===== src/rtl/ult_minmax_tracker.sv =====
// Frame-based unsigned min/max/count tracker with a valid/ready handshake on both sides.
// Define ULT_MINMAX_INDEX_EN to add first-occurrence beat indices of min and max.
module ult_minmax_tracker #(
  parameter int WIDTH     = 3,
  parameter int CNT_WIDTH = 8
) (
  input  logic                 CLK,
  input  logic                 ASYNCRESETN,
  input  logic                 I_valid,
  output logic                 I_ready,
  input  logic [WIDTH-1:0]     I_data,
  input  logic                 I_last,
  output logic                 O_valid,
  input  logic                 O_ready,
  output logic [WIDTH-1:0]     O_min,
  output logic [WIDTH-1:0]     O_max,
  output logic [CNT_WIDTH-1:0] O_count,
`ifdef ULT_MINMAX_INDEX_EN
  output logic [CNT_WIDTH-1:0] O_min_idx,
  output logic [CNT_WIDTH-1:0] O_max_idx,
`endif
  output logic                 O_sat
);

  localparam logic [0:0] ACCUM = 1'b0;
  localparam logic [0:0] HOLD  = 1'b1;
  localparam logic [CNT_WIDTH-1:0] CNT_MAX = '1;
  localparam logic [CNT_WIDTH-1:0] CNT_ONE = CNT_WIDTH'(1);

  logic [0:0]           state_q, state_d;
  logic [WIDTH-1:0]     min_q, min_d, max_q, max_d;
  logic [WIDTH-1:0]     omin_q, omin_d, omax_q, omax_d;
  logic [CNT_WIDTH-1:0] cnt_q, cnt_d, ocnt_q, ocnt_d;
  logic                 sat_q, sat_d, osat_q, osat_d;
  logic                 accept, first_beat, new_min, new_max;

  // The count is zero only before the first beat of a frame, since it saturates rather than wraps.
  assign accept     = I_valid && (state_q == ACCUM);
  assign first_beat = (cnt_q == '0);
  assign new_min    = first_beat || (I_data < min_q);
  assign new_max    = first_beat || (max_q < I_data);

`ifdef ULT_MINMAX_INDEX_EN
  logic [CNT_WIDTH-1:0] mnidx_q, mnidx_d, mxidx_q, mxidx_d;
  logic [CNT_WIDTH-1:0] omnidx_q, omnidx_d, omxidx_q, omxidx_d;
`endif

  always_comb begin
    state_d = state_q;
    min_d   = min_q;
    max_d   = max_q;
    cnt_d   = cnt_q;
    sat_d   = sat_q;
    omin_d  = omin_q;
    omax_d  = omax_q;
    ocnt_d  = ocnt_q;
    osat_d  = osat_q;
`ifdef ULT_MINMAX_INDEX_EN
    mnidx_d  = mnidx_q;
    mxidx_d  = mxidx_q;
    omnidx_d = omnidx_q;
    omxidx_d = omxidx_q;
`endif
    if (state_q == ACCUM) begin
      if (accept) begin
        if (new_min) min_d = I_data;
        if (new_max) max_d = I_data;
`ifdef ULT_MINMAX_INDEX_EN
        // The pre-increment count is this beat's zero-based index, saturating with the count.
        if (new_min) mnidx_d = cnt_q;
        if (new_max) mxidx_d = cnt_q;
`endif
        cnt_d = (cnt_q == CNT_MAX) ? cnt_q : cnt_q + CNT_ONE;
        sat_d = sat_q | (cnt_d == CNT_MAX);
        if (I_last) begin
          state_d = HOLD;
          omin_d  = min_d;
          omax_d  = max_d;
          ocnt_d  = cnt_d;
          osat_d  = sat_d;
`ifdef ULT_MINMAX_INDEX_EN
          omnidx_d = mnidx_d;
          omxidx_d = mxidx_d;
`endif
        end
      end
    end else if (O_ready) begin
      state_d = ACCUM;
      min_d   = '0;
      max_d   = '0;
      cnt_d   = '0;
      sat_d   = 1'b0;
`ifdef ULT_MINMAX_INDEX_EN
      mnidx_d = '0;
      mxidx_d = '0;
`endif
    end
  end

  always_ff @(posedge CLK or negedge ASYNCRESETN) begin
    if (!ASYNCRESETN) begin
      state_q <= ACCUM;
      min_q   <= '0;
      max_q   <= '0;
      cnt_q   <= '0;
      sat_q   <= 1'b0;
      omin_q  <= '0;
      omax_q  <= '0;
      ocnt_q  <= '0;
      osat_q  <= 1'b0;
`ifdef ULT_MINMAX_INDEX_EN
      mnidx_q  <= '0;
      mxidx_q  <= '0;
      omnidx_q <= '0;
      omxidx_q <= '0;
`endif
    end else begin
      state_q <= state_d;
      min_q   <= min_d;
      max_q   <= max_d;
      cnt_q   <= cnt_d;
      sat_q   <= sat_d;
      omin_q  <= omin_d;
      omax_q  <= omax_d;
      ocnt_q  <= ocnt_d;
      osat_q  <= osat_d;
`ifdef ULT_MINMAX_INDEX_EN
      mnidx_q  <= mnidx_d;
      mxidx_q  <= mxidx_d;
      omnidx_q <= omnidx_d;
      omxidx_q <= omxidx_d;
`endif
    end
  end

  assign I_ready = (state_q == ACCUM);
  assign O_valid = (state_q == HOLD);
  assign O_min   = omin_q;
  assign O_max   = omax_q;
  assign O_count = ocnt_q;
  assign O_sat   = osat_q;
`ifdef ULT_MINMAX_INDEX_EN
  assign O_min_idx = omnidx_q;
  assign O_max_idx = omxidx_q;
`endif

endmodule


===== config.mk =====
export PLATFORM = sky130hd
export DESIGN_NAME = ult_minmax_tracker
export DESIGN_NICKNAME = d
export VERILOG_FILES = /design/src/rtl/ult_minmax_tracker.sv
export SDC_FILE = /design/constraint.sdc
export NUM_CORES = 1
export LEC_CHECK = 0
export ABC_CLOCK_PERIOD_IN_PS = 2100
export BUFFER_PORTS_ARGS = -buffer_cell sky130_fd_sc_hd__buf_2
export CAP_MARGIN = 20
export CORE_MARGIN = 2
export CORE_UTILIZATION = 30
export CTS_BUF_LIST = sky130_fd_sc_hd__clkbuf_2
export DETAILED_ROUTE_END_ITERATION = 8
export PLACE_DENSITY = 0.51
export SYNTH_ARGS = -nofsm -noshare
export SYNTH_HDL_FRONTEND = slang
export SYNTH_SLANG_ARGS = --single-unit

===== constraint.sdc =====
create_clock -name CLK -period 2.1 [get_ports CLK]
set_input_delay 0.105 -clock CLK [delete_from_list [all_inputs] [get_ports CLK]]
set_output_delay 0.105 -clock CLK [all_outputs]
set_load 0.05 [all_outputs]

==> impl_results.md <==
- Metal3 WL: 273 um
- Initial antenna violation count: 0
- CTS resizes: 0
- Die height: 82.67 um
- Drt first pass iters: 5
- HP Class: input pin to flop
- RSZ-0062 raised after global routing: false
- Worst ir drop on vdd: 0.4882 mV
- Cell Rows: 28
- Antenna Cells: 0
- Core area: a little under 6000 um^2
- Max Root-Sink Buffers: 2
- DP Area: 2058 um^2
- Slew headroom: between 50% and 60%
- Clock network power share: 11.6%
- Mapped Nets: about 220
- Slew @ Worst Pin: 730.5 ps
- CTS tree: built
- DRC Markers: 0
- Setup violations, final: 0
- Area growth syn-to-layout: 13.75%
- TNS Setup: 0 ps
- Post-synth top area cell: dfrtp_1
- Syn. warnings: 0
- Vias post-DR: 1584
- Clk Latency, worst-skew pair: approximately 360 ps
- Wire length on met1: 2.267 mm
- Fraction of registers with async set/reset: 100.0%
- Mapped Area: 1857 um^2
- Max-slew violations: 0
- # IOs: 25
- Routed wl met2: 1.987 mm
- Gpl congestion: 0.7819
- CP Launch Type: flop
- Post-synth top cells: dfrtp_1, nand2_1, o21ai_0
- Final worst path period share: 93.72%
- Cell area after layout: 2112 um^2
- Distinct cells, synth: 48
- Layout Nets: approximately 250
- Final hold vios: 0
- TritonCTS Buffers: 5
- Int Pwr: 0.001230 W
- Switching portion of total power: 48.30%
- DR iter-0 viols: roughly 110
- Initial Utilization: slightly above 30%
- Sequential share of power: a little under 40%
- GRT Overall Usage: 15.07%
- CTS sink count: 31
- Logic pwr share: roughly half
- Clock skew: 27.35 ps
- Leak: 0.9940 nW
- Syn_area_per_cell: 9.057 um^2
- Post-synth EDFFs: 0
- Seq cells post-synth: 31
- Outcome: complete, no violations
- WL final: between 4 and 5 mm
- Sequential fraction of the synthesis area: around two fifths
- Die footprint: just under 7000 um^2
- Synth Instances: 205
- Synth top area cells: dfrtp_1, nand2_1, mux2i_1
- Critical setup path kind: flop to flop
- Worst Hold Slack: 25.37 ps
- Ys flop type: dfrtp_1
- CTS H-Tree Depth: 2
- Min Tclk post-route: just under 2000 ps
- First-pass GRT wire length: 7.762 mm
- Max Clk Rate: 508.1 MHz
- Largest net degree at the start of global routing: 32
- CP Data Required Time: 2390 ps
- DIE WIDTH: ~83 um
- Total gr overflow: 0
- Vias per cell: 5.126
- Power Density: 1127 nW/um^2
- Critical path endpoint category: flop
- Routed len/inst: 14.65 um
- Post-route ant nets: 0
- Layout cells sized above 1: 22.22%
- CTS clock-pin slew for the worst setup and hold paths: 180 ps
- Max-cap viol count: 0
- Synth top area share: a little over two fifths
- Crit path max fanout: 6
- Vias in the first global route: 1541
- CTS root buffer: clkbuf_2
- Top layer in use: met3
- Switch Pwr: 0.001149 W
- Port bufs: 24
- Worst EP arrival: 2250 ps
- HPWL after detailed placement: 3.438 mm
==> through the flow <==
| step | util, % | power [W] | setup slack (ps) | std cells |
|---|---|---|---|---|
| after floorplan | - | 0.001822 | 125.8 | 205 |
| after global placement | 34.56 | 0.002104 | 228.2 | 300 |
| after detailed placement | 34.56 | 0.002115 | 198.7 | 300 |
| after CTS | 35.46 | 0.002396 | 168.8 | 309 |
| after global routing | 35.46 | 0.002565 | 48.00 | 309 |
| final | 35.46 | 0.002379 | 131.9 | 309 |
==> routing by layer <==
layer | vias to the layer above | track usage (%)
met5 | - | 0
met4 | 0 | 3.443
met3 | 0 | 3.152
met2 | 35 | 23.31
met1 | 761 | 21.54
li1 | 788 | -
==> final timing paths <==
| kind | startpoint | to | cells after the start | slack [ps] |
|---|---|---|---|---|
| hold / removal | I_data[1] | O_max[1] | 3 | 30 |
| max in group asynchronous | ASYNCRESETN | cnt_q[2] | 2 | 1310 |
| hold reg to reg | sat_q | sat_q | 2 | 500 |
| setup reg to reg | cnt_q[1] | sat_q | 7 | 130 |
| setup / recovery | cnt_q[1] | sat_q | 7 | 130 |
| min in group asynchronous | ASYNCRESETN | cnt_q[6] | 2 | 310 |
==> final cells by class <==
type                    instances  area, um^2
inverters                      11       41.29
repair buffers                 35       207.7
fillers                       645        3844
clock inverters                 2       8.758
multi-input cells             150       959.7
well taps                      75       93.84
clock buffers                   5       25.02
flip-flops and latches         31       775.7
==> flip-flops by register name, summed over array words and instances (netlist names) <==
register and count:
cnt_q 8, O_max 3, O_count 8, sat_q 1, max_q 3, O_min 3
O_sat 1, O_valid 1, min_q 3
==> placed cells by master, fill, tap and decap left out, types with 2 or more instances in the layout <==
cell,instances
nand2_1,31
inv_1,11
ha_1,6
a21oi_1,8
a21o_1,4
a22o_1,3
mux2_2,2
nand2b_1,3
o31ai_1,2
and3_1,3
buf_4,9
dfrtp_1,31
dlygate4sd3_1,2
nor2_1,12
nand3_1,9
and2_1,2
mux2i_1,9
buf_2,24
clkbuf_2,5
nor3b_1,2
o21ai_0,18
o21ai_2,2
a31oi_1,10
a21boi_0,2
==> critical path, stage by stage (launching register included) <==
cell and delay [ps]:
dfrtp_1 460, ha_1 270, buf_4 170, nor2_1 150
a22o_1 150, o21ai_1 60, or4_4 540, o21ai_2 110
==> power by group through the flow <==
stage               sequential, W  clock [W]  combinational, W
floorplan                 0.00119          0          0.000636
global placement         0.000930          0           0.00117
detailed placement       0.000936          0           0.00118
CTS                      0.000923   0.000289           0.00118
global route             0.000950   0.000313           0.00130
finish                   0.000920   0.000277           0.00118
==> logic make-up after synthesis <==
logic type / count (synthesis) / synth area share, %
xor gates and xnor gates: 2 / 0.9436
muxes: 11 / 6.065
DFF: 31 / 41.78
buffers and inverters: 24 / 6.536
and+or+nand+nor: 69 / 17.66
AOI/OAI and AO/OA: 62 / 22.98
adders and majority gates: 6 / 4.043
==> repair_timing <==
item / in CTS / in global routing
setup buffers: 0 / 0
endpoints found under the hold margin: 32 / 0
setup endpoints to repair: 0 / 0
hold buffers: 2 / 0
Note: power is estimated with default switching activity, not from simulation.
